$ cat src/rtl/core_pkg.sv
// Shared core definitions: datapath widths, RV32 major opcodes and the fetch entry payload.
package core_pkg;

    localparam int unsigned XLEN = 32;
    localparam int unsigned ILEN = 32;

    // Major opcodes, inst[6:0]
    localparam logic [6:0] OP_LUI    = 7'b0110111;
    localparam logic [6:0] OP_AUIPC  = 7'b0010111;
    localparam logic [6:0] OP_JAL    = 7'b1101111;
    localparam logic [6:0] OP_JALR   = 7'b1100111;
    localparam logic [6:0] OP_BRANCH = 7'b1100011;
    localparam logic [6:0] OP_LOAD   = 7'b0000011;
    localparam logic [6:0] OP_STORE  = 7'b0100011;
    localparam logic [6:0] OP_IMM    = 7'b0010011;
    localparam logic [6:0] OP_REG    = 7'b0110011;
    localparam logic [6:0] OP_FENCE  = 7'b0001111;
    localparam logic [6:0] OP_SYSTEM = 7'b1110011;

    // One fetched instruction together with the address it came from.
    typedef struct packed {
        logic [ILEN-1:0] inst;
        logic [XLEN-1:0] pc;
    } fetch_entry_t;

endpackage

$ cat src/rtl/fetch_fifo.sv
// DEPTH-entry FIFO of fetch entries with flush; head entry is read straight from storage flops.
module fetch_fifo
    import core_pkg::*;
#(
    parameter int unsigned DEPTH = 2
) (
    input  logic                         clk,
    input  logic                         rst,
    input  logic                         push,
    input  fetch_entry_t                 wdata,
    input  logic                         pop,
    input  logic                         flush,
    output logic                         full,
    output logic                         empty,
    output logic [$clog2(DEPTH+1)-1:0]   count,
    output fetch_entry_t                 rdata
);

    localparam int unsigned PTR_W = (DEPTH > 1) ? $clog2(DEPTH) : 1;
    localparam int unsigned CNT_W = $clog2(DEPTH + 1);

    fetch_entry_t     mem_q [DEPTH];
    fetch_entry_t     mem_d [DEPTH];
    logic [PTR_W-1:0] rd_ptr_q, rd_ptr_d;
    logic [PTR_W-1:0] wr_ptr_q, wr_ptr_d;
    logic [CNT_W-1:0] cnt_q, cnt_d;

    function automatic logic [PTR_W-1:0] ptr_inc(input logic [PTR_W-1:0] p);
        return PTR_W'((32'(p) + 32'd1) % DEPTH);
    endfunction

    assign full  = (cnt_q == CNT_W'(DEPTH));
    assign empty = (cnt_q == '0);
    assign count = cnt_q;
    assign rdata = mem_q[rd_ptr_q];

    // Pointer and storage update; flush wins over a simultaneous push or pop.
    always_comb begin
        mem_d    = mem_q;
        rd_ptr_d = rd_ptr_q;
        wr_ptr_d = wr_ptr_q;
        cnt_d    = cnt_q;
        if (flush) begin
            rd_ptr_d = '0;
            wr_ptr_d = '0;
            cnt_d    = '0;
        end else begin
            if (push) begin
                mem_d[wr_ptr_q] = wdata;
                wr_ptr_d        = ptr_inc(wr_ptr_q);
            end
            if (pop) begin
                rd_ptr_d = ptr_inc(rd_ptr_q);
            end
            cnt_d = cnt_q + CNT_W'(push) - CNT_W'(pop);
        end
    end

    // State registers; storage is cleared so the head reads as zero out of reset.
    always_ff @(posedge clk or negedge rst) begin
        if (!rst) begin
            for (int i = 0; i < int'(DEPTH); i++) begin
                mem_q[i] <= '0;
            end
            rd_ptr_q <= '0;
            wr_ptr_q <= '0;
            cnt_q    <= '0;
        end else begin
            mem_q    <= mem_d;
            rd_ptr_q <= rd_ptr_d;
            wr_ptr_q <= wr_ptr_d;
            cnt_q    <= cnt_d;
        end
    end

endmodule

$ cat src/rtl/fetch_unit.sv
// Instruction fetch: credit-limited word requests, in-order response buffering, redirect with squash.
module fetch_unit
    import core_pkg::*;
#(
    parameter logic [XLEN-1:0] RESET_PC = 32'h0000_0000,
    parameter int unsigned     DEPTH    = 2
) (
    input  logic            clk,
    input  logic            rst,
    output logic            imem_req_valid,
    input  logic            imem_req_ready,
    output logic [XLEN-1:0] imem_req_addr,
    input  logic            imem_resp_valid,
    input  logic [ILEN-1:0] imem_resp_data,
    input  logic            redirect_valid,
    input  logic [XLEN-1:0] redirect_pc,
    output logic            inst_valid,
    input  logic            inst_ready,
    output logic [ILEN-1:0] inst,
    output logic [XLEN-1:0] inst_pc,
    output logic [6:0]      inst_opcode
);

    localparam int unsigned CNT_W = $clog2(DEPTH + 1);

    logic [XLEN-1:0]  pc_q, pc_d;
    logic [CNT_W-1:0] drop_q, drop_d;
    logic             running_q, running_d;

    logic             req_fire, resp_fire, resp_keep;
    logic [31:0]      credit_used;
    logic [CNT_W-1:0] outstanding_next;

    logic             ibuf_pop, ibuf_full, ibuf_empty;
    logic [CNT_W-1:0] ibuf_count;
    fetch_entry_t     ibuf_wdata, ibuf_rdata;

    logic             pcq_full, pcq_empty;
    logic [CNT_W-1:0] pcq_count;
    fetch_entry_t     pcq_wdata, pcq_rdata;

    // Status bits and fields that the slot accounting never needs.
    logic unused_fifo_bits;
    assign unused_fifo_bits = ^{ibuf_full, pcq_full, pcq_rdata.inst};

    // Request credit: every in-flight request owns a buffer slot, and a slot freed by
    // this cycle's pop may be re-reserved at once so k=1 sustains one fetch per cycle.
    always_comb begin
        credit_used    = 32'(pcq_count) + 32'(ibuf_count) - 32'(ibuf_pop);
        imem_req_valid = running_q && !redirect_valid && (credit_used < DEPTH);
        req_fire       = imem_req_valid && imem_req_ready;
        resp_fire      = imem_resp_valid && !pcq_empty;
        resp_keep      = resp_fire && (drop_q == '0);
    end

    assign ibuf_pop   = !ibuf_empty && inst_ready;
    assign pcq_wdata  = '{inst: '0, pc: pc_q};
    assign ibuf_wdata = '{inst: imem_resp_data, pc: pcq_rdata.pc};

    assign imem_req_addr = pc_q;
    assign inst_valid    = !ibuf_empty;
    assign inst          = ibuf_rdata.inst;
    assign inst_pc       = ibuf_rdata.pc;
    assign inst_opcode   = ibuf_rdata.inst[6:0];

    // PC of every accepted request, popped by its response whether kept or squashed.
    fetch_fifo #(.DEPTH(DEPTH)) u_pc_queue (
        .clk   (clk),
        .rst   (rst),
        .push  (req_fire),
        .wdata (pcq_wdata),
        .pop   (resp_fire),
        .flush (1'b0),
        .full  (pcq_full),
        .empty (pcq_empty),
        .count (pcq_count),
        .rdata (pcq_rdata)
    );

    // Instructions waiting for decode; a redirect empties it.
    fetch_fifo #(.DEPTH(DEPTH)) u_inst_buf (
        .clk   (clk),
        .rst   (rst),
        .push  (resp_keep),
        .wdata (ibuf_wdata),
        .pop   (ibuf_pop),
        .flush (redirect_valid),
        .full  (ibuf_full),
        .empty (ibuf_empty),
        .count (ibuf_count),
        .rdata (ibuf_rdata)
    );

    // Next PC, squash counter and run enable.
    always_comb begin
        pc_d             = pc_q;
        drop_d           = drop_q;
        running_d        = 1'b1;
        outstanding_next = CNT_W'(32'(pcq_count) + 32'(req_fire) - 32'(resp_fire));
        if (redirect_valid) begin
            pc_d   = {redirect_pc[XLEN-1:2], 2'b00};
            drop_d = outstanding_next;
        end else begin
            if (req_fire) begin
                pc_d = pc_q + XLEN'(4);
            end
            if (resp_fire && (drop_q != '0)) begin
                drop_d = drop_q - CNT_W'(1);
            end
        end
    end

    // Control state registers.
    always_ff @(posedge clk or negedge rst) begin
        if (!rst) begin
            pc_q      <= RESET_PC;
            drop_q    <= '0;
            running_q <= 1'b0;
        end else begin
            pc_q      <= pc_d;
            drop_q    <= drop_d;
            running_q <= running_d;
        end
    end

endmodule
$ cat config.mk
export PLATFORM = sky130hd
export DESIGN_NAME = fetch_unit
export DESIGN_NICKNAME = d
export VERILOG_FILES = /design/src/rtl/core_pkg.sv /design/src/rtl/fetch_fifo.sv /design/src/rtl/fetch_unit.sv
export SDC_FILE = /design/constraint.sdc
export NUM_CORES = 1
export LEC_CHECK = 0
export BUFFER_PORTS_ARGS = -buffer_cell sky130_fd_sc_hd__buf_4
export CAP_MARGIN = 20
export CELL_PAD_IN_SITES_DETAIL_PLACEMENT = 1
export CELL_PAD_IN_SITES_GLOBAL_PLACEMENT = 1
export CORE_MARGIN = 5
export CORE_UTILIZATION = 45
export CTS_CLUSTER_SIZE = 10
export DETAILED_ROUTE_END_ITERATION = 10
export GPL_ROUTABILITY_DRIVEN = 0
export PLACE_DENSITY_LB_ADDON = 0.25
export SYNTH_ARGS = -nofsm -noshare
export SYNTH_HDL_FRONTEND = slang
export SYNTH_SLANG_ARGS = --single-unit
$ cat constraint.sdc
create_clock -name clk -period 3.6 [get_ports clk]
set_clock_uncertainty 0.2 [all_clocks]
set_input_delay 0.36 -clock clk [delete_from_list [all_inputs] [get_ports clk]]
set_output_delay 0.36 -clock clk [all_outputs]
set_load 0.02 [all_outputs]
# Word level (Yosys, flattened, before mapping)
# Index checks and enable logic that the tools add are counted.
[word_totals] regBits=299 inputBits=70 output_inout_bits=105 wordCells=85
[op_classes] add_sub_neg=14 n_lt_le_gt_ge=7 mux=21 bitwise=5 n_reduce_logical=21
[op_table] operator="two-way mux 64 bit" count=5
[op_table] operator="bitwise mux 128 bit" count=2
[op_table] operator="two-way mux 32 bit" count=5
[op_table] operator="demux 64 bit (select 1 bit)" count=2
[op_table] operator="adder 32 x 3 -> 32 bit (second input constant)" count=1
[op_table] operator="less-than comparator 32 x 2 -> 1 bit (second input constant)" count=1
[op_table] operator="nonzero test 2 bit" count=5
[op_table] operator="logical AND 1 bit" count=9
[op_table] operator=">= comparator 2 bit (second input constant)" count=4
[op_table] operator="inverter 1 -> 2 bit" count=4
[op_table] operator="adder 2 x 1 -> 2 bit" count=3
[op_table] operator="logical NOT 2 bit" count=3
[op_table] operator="two-way mux 2 bit" count=3
[op_table] operator="subtractor 2 x 1 -> 2 bit" count=3
[op_table] operator="adder 1 bit (second input constant)" count=4
[op_table] operator="less-than comparator 2 x 1 -> 1 bit (second input constant)" count=2
[op_table] operator="two-way mux 1 bit" count=4
[op_table] operator="subtractor 3 x 1 -> 4 bit" count=1
[op_table] operator="adder 2 x 2 -> 3 bit" count=1
[op_table] operator="logical NOT 1 bit" count=3
[op_table] operator="AND reduction 2 bit" count=1
[op_table] operator="subtractor 2 x 1 -> 2 bit (second input constant)" count=1
[op_table] operator="inverter 1 bit" count=1

# Depth between registers and ports, before layout
[depth] ltp_word=10 ltp_mapped=15 mapped_depth_nobuf=14

# Hierarchy
# A second synthesis with hierarchy kept.
[unflattened] hier_cells=995 hier_area_um2=14476.4
[modules_own_cells] module="fetch_fifo" instances=2 cells_per_inst=360 area_per_inst_um2=6058.3 seq_area_each_um2=3303.2
[modules_own_cells] module="fetch_unit" instances=1 cells_per_inst=275 area_per_inst_um2=2359.8 seq_area_each_um2=825.8

# Least setup slack after synthesis
# OpenSTA, ideal clock, no wires.
[synth_timing] path_kind="flip-flop to flip-flop" start="register u_inst_buf.cnt_q[1] (netlist: u_inst_buf.count[1])" end="register u_pc_queue.mem_q[66] in the netlist's numbering" arrival_ns=2.825 required_ns=3.275 slack_ns=0.450 stages_incl_launch_ff=13 cell_sequence="dfrtp_1 > inv_1 > nand2_1 > and2_1 > ha_1 > nor2_1 > fa_1 > nor3b_2 > o2111ai_1 > buf_2 > nor2_1 > buf_2 > mux2_2"
[synth_via] elab_chain_cells=7 elab_cells_between_ends=8 classes_between="add/sub (2); order compare (1); reduce/logical (5)"
[synth_lines] element="start, declared" line_no="fetch_fifo.sv:26" rtl="logic [CNT_W-1:0] cnt_q, cnt_d;"
[synth_lines] element="start signal, assigned" line_no="fetch_fifo.sv:72" rtl="cnt_q <= cnt_d;"
[synth_lines] element="logical NOT 2 bit" line_no="fetch_fifo.sv:33" rtl="assign empty = (cnt_q == '0);"
[synth_lines] element="logical NOT 1 bit"
[synth_lines] element="named net inst_valid" line_no="fetch_unit.sv:17" rtl="output logic inst_valid,"
[synth_lines] element="logical AND 1 bit" line_no="fetch_unit.sv:56" rtl="assign ibuf_pop = !ibuf_empty && inst_ready;"
[synth_lines] element="subtractor 3 x 1 -> 4 bit" line_no="fetch_unit.sv:49" rtl="credit_used = 32'(pcq_count) + 32'(ibuf_count) - 32'(ibuf_pop);"
[synth_lines] element="less-than comparator 32 x 2 -> 1 bit" line_no="fetch_unit.sv:50" rtl="imem_req_valid = running_q && !redirect_valid && (credit_used < DEPTH);"
[synth_lines] element="logical AND 1 bit" line_no="fetch_unit.sv:50"
[synth_lines] element="logical AND 1 bit" line_no="fetch_unit.sv:51" rtl="req_fire = imem_req_valid && imem_req_ready;"
[synth_lines] element="end signal, assigned" line_no="fetch_fifo.sv:69" rtl="mem_q <= mem_d;"
[synth_lines] element="end, declared" line_no="fetch_fifo.sv:22" rtl="fetch_entry_t mem_q [DEPTH];"
# The timed path passes the listed nets, and every way through them passes these cells.
# A chain may end at the register's enable or synchronous reset.

# Final worst setup path
[layout_timing] start="register u_inst_buf.cnt_q[1] (netlist: u_inst_buf.count[1])" end="register pc_q[31] (netlist: imem_req_addr[31])"
[layout_via] elab_chain_cells=8 elab_cells_between_ends=9 classes_between="add/sub (2); order compare (1); reduce/logical (6)"
[layout_lines] element="branches (longest 3 deep; another with adder 2 x 2 -> 3 bit)"
[layout_lines] element="subtractor 3 x 1 -> 4 bit (*)" line_no="fetch_unit.sv:49"
[layout_lines] element="less-than comparator 32 x 2 -> 1 bit (*)" line_no="fetch_unit.sv:50"
[layout_lines] element="logical AND 1 bit (*)" line_no="fetch_unit.sv:50"
[layout_lines] element="logical AND 1 bit (*)" line_no="fetch_unit.sv:51"
[layout_lines] element="nonzero test 2 bit (no source line) (*)"
[layout_lines] element="end signal, assigned" line_no="fetch_unit.sv:120" rtl="pc_q <= pc_d;"
[layout_lines] element="end, declared" line_no="fetch_unit.sv:26" rtl="logic [XLEN-1:0] pc_q, pc_d;"
# Every way passes the cells marked *.

==> impl_metrics.py <==
metrics = {
    "sta": {
        "layout_min_cycle_time_ns": 3.39,
        "finalSetupViolCount": 0,
        "slew_headroom": 0.448,
        "fmax_mhz": 295,
        "tightest_slew_ns": 0.821,
        "min_period_over_period": 0.940,
        "finalMaxSlewViolations": 0,
        "hold_viol": 0,
        "rsz0062_at_grt": "no",
        "fin_setup_tns_ns": 0,
    },
    "power_and_ir_drop": {
        "p_int_uw": 7300,
        "p_sw_uw": 4190,
        "combPwrFrac": 0.422,
        "ir_drop_mv": 0.328,
        "seqPwrFrac": 0.378,
        "clock_power_share": 0.200,
        "p_per_area_mw_per_mm2": 873,
        "swShare": 0.365,
        "cellLeakagePower_uw": 0.00613,
    },
    "detailed_routing": {
        "drcViolationCount": 0,
        "antenna_left": 0,
        "wl_per_cell_um": 20.4,
        "wl_um": 28000,
        "dr_total_vias": 7535,
        "vias_per_cell": 5.48,
        "dr.first_iter.drc_count": 325,
        "drt_first_pass_iters": 4,
    },
    "setup_path": {
        "cp_cell_sequence": "inv_1, nand2_1, and2_1, ha_1, nor2_1, fa_1, nor3b_2, o2111ai_2, buf_4, buf_4, or4_1, o211ai_1",
        "path_max_fanout": 17,
        "cpMostUsedCell": "buf_4",
        "cp_num_buf_inv": 3,
        "rr_worst_depth": 12,
        "crit_path_start_kind": "flip-flop",
        "end_kind": "flip-flop",
        "worst_path_max_delay_cell": "or4_1",
        "worstSetupPathType": "reg -> reg",
        "critical_path_arrival_ns": 3.62,
        "cp_top_family": "simple AND/OR/NAND/NOR gates",
        "crit_required_ns": 3.84,
        "crit_cells": 12,
        "cpPeakStageDelay_ns": 0.50,
    },
    "yosys": {
        "avgSynthCellArea_um2": 11.9,
        "synth-edff-count": 0,
        "yosysWarnings": 0,
        "synth_flop_cell": "dfrtp_1",
        "ys_ff_latch": 225,
        "syn_inst": 863,
        "async_reset_ff_frac": 1.00,
        "yosysSeqAreaShare": 0.550,
        "ys_types": 52,
        "synth_area_mm2": 0.0102,
    },
    "floorplan": {
        "num_io_pins": 175,
        "die_w_um": 161,
        "rows": 55,
        "coreArea_mm2": 0.0225,
        "die_area_mm2": 0.0259,
        "start_util": 0.455,
        "die_h_um": 161,
    },
    "placement": {
        "hpwlAfterDp_um": 17900,
        "portBuffers": 168,
        "placed_cells": 1277,
    },
    "min_path": {
        "min_path_cells": 3,
        "min_path_type": "in -> reg",
    },
    "clock_network": {
        "clockRootBuffer": "clkbuf_16",
        "cts_tree": "built",
        "path_clk_slew_ns": 0.06,
        "cts_buffers": 26,
        "clock-sinks": 225,
        "htreeDepth": 1,
        "clk_latency_ns": 0.52,
        "cts_setup_buffers": 0,
        "clockBufferDepth": 3,
    },
    "global_route": {
        "overflow": 0,
        "grt_max_degree": 95,
        "antenna_found_initial": 0,
        "grt_pass1_vias": 8342,
        "grt_pass1_wl_um": 46000,
        "grtUsageTotal": 0.216,
    },
    "outcome": {
        "status": "complete, no violations",
    },
    "layout": {
        "multiInputGateArea_mm2": 0.00425,
        "fillers": 2272,
        "nets": 1164,
        "seq_area_mm2": 0.00563,
        "final_cells": 1374,
        "area_growth_pct": 28.5,
        "final_layout_size_suffix_gt1_frac": 0.372,
        "antenna_cells": 0,
    },
    "job": {
        "maxCapViolCount": 0,
    },
}
==> synthesized netlist by cell type (all sizes together) (3+ instances only) <==
| cell type | n | area share |
|---|---|---|
| a21oi | 66 | 0.032 |
| a31oi | 3 | 0.0018 |
| and2 | 4 | 0.0024 |
| and3 | 3 | 0.0018 |
| buf | 46 | 0.025 |
| clkbuf | 16 | 0.0059 |
| dfrtp | 225 | 0.55 |
| ha | 8 | 0.0098 |
| inv | 20 | 0.0073 |
| mux2 | 180 | 0.20 |
| mux2i | 31 | 0.030 |
| nand2 | 53 | 0.020 |
| nand3 | 17 | 0.0083 |
| nand4 | 13 | 0.0094 |
| nor2 | 81 | 0.030 |
| nor3 | 4 | 0.0020 |
| nor4 | 4 | 0.0039 |
| o211ai | 14 | 0.010 |
| o21ai | 28 | 0.014 |
| o311ai | 10 | 0.0085 |
| xnor2 | 8 | 0.0068 |
==> routing by layer <==
metal,vias to the layer above,track usage,part of all wire
met4,0,0.0415,0.014
met5,-,0,0
met2,179,0.375,0.49
met1,3854,0.295,0.45
li1,3468,-,-
met3,34,0.0290,0.043
==> flip-flops by register name, summed over array words and instances, names as in the netlist <==
name and cells:
u_pc_queue.mem_q 60, u_inst_buf.count 2, u_inst_buf.wr_ptr_q 1, u_inst_buf.mem_q 124, u_inst_buf.rd_ptr_q 1, running_q 1, u_pc_queue.rd_ptr_q 1, u_pc_queue.wr_ptr_q 1
u_pc_queue.count 2, drop_q 2, imem_req_addr 30
==> path summary, 6_finish.rpt <==
check / from / endpoint / slack (ns)
setup / recovery: u_inst_buf.count[1] / imem_req_addr[31] / 0.21
hold / removal: imem_resp_valid / u_pc_queue.rd_ptr_q / 0.02
setup reg to reg: u_inst_buf.count[1] / imem_req_addr[31] / 0.21
hold reg to reg: u_pc_queue.mem_q[9] / u_pc_queue.mem_q[9] / 0.28
max in group asynchronous: rst / u_inst_buf.mem_q[85] / 2.05
min in group asynchronous: rst / imem_req_addr[4] / 0.27
==> through the flow <==
step	util	total power (uW)	hold WS (ns)	worst slack [ns]	instance area (um^2)
2_1_floorplan	-	7320	-0.136	0.450	10300
3_3_place_gp	0.525	8890	0.243	0.275	11800
3_5_place_dp	0.525	9130	0.243	0.189	11800
4_1_cts	0.585	11600	0.0162	0.125	13200
5_1_grt	0.585	12200	0.0307	0.0292	13200
6_report	0.585	11500	0.0183	0.215	13200
==> logic make-up (layout without fill, tap and decap cells) <==
logic type      count (synthesis)  in the layout  synth area share
compound gates                135            135            0.0782
xor+xnor                       10             10           0.00855
fa+ha+maj                       9              9            0.0117
buf+inv                        83            306            0.0387
flops                         225            225             0.550
mux                           211            211             0.228
other cells                     2              5          0.000733
simple gates                  188            188            0.0843
==> area by class of cell <==
type / instances / area share
inverter: 21 / 0.00599
timing repair buffer: 253 / 0.163
clock buffer: 32 / 0.0535
tap: 285 / 0.0271
sequential: 225 / 0.428
multi-input combinational: 558 / 0.323
==> power by group through the flow <==
stage	clock, uW	sequential, uW	combinational, uW
2_1_floorplan	0	4110	3210
5_1_grt	2480	4460	5250
6_report	2300	4340	4850
3_5_place_dp	0	4350	4780
3_3_place_gp	0	4260	4640
4_1_cts	2350	4330	4910
==> worst reg2reg max path: stages, from the launching register on <==
cell and delay [ns]:
dfrtp_1 0.39, inv_1 0.08, nand2_1 0.07, and2_1 0.18, ha_1 0.32, nor2_1 0.13, fa_1 0.44, nor3b_2 0.24
o2111ai_2 0.20, buf_4 0.24, buf_4 0.21, or4_1 0.51, o211ai_1 0.10
==> layout by cell type, fill, tap and decap left out, drive strengths merged, types with 3 or more instances in the layout <==
| master | n |
|---|---|
| a21oi | 66 |
| a31oi | 3 |
| and2 | 4 |
| and3 | 3 |
| buf | 188 |
| clkbuf | 32 |
| conb | 5 |
| dfrtp | 225 |
| dlygate4sd3 | 65 |
| ha | 8 |
| inv | 20 |
| mux2 | 180 |
| mux2i | 31 |
| nand2 | 53 |
| nand3 | 17 |
| nand4 | 13 |
| nor2 | 81 |
| nor3 | 4 |
| nor4 | 4 |
| o211ai | 14 |
| o21ai | 28 |
| o311ai | 10 |
| xnor2 | 8 |
==> what timing repair did <==
item / CTS / global route
setup endpoints to repair: 0 / 1
hold buffers: 65 / 0
resized for setup: 0 / 1
endpoints found under the hold margin: 184 / 0
Power figures use the tool's default switching activity.
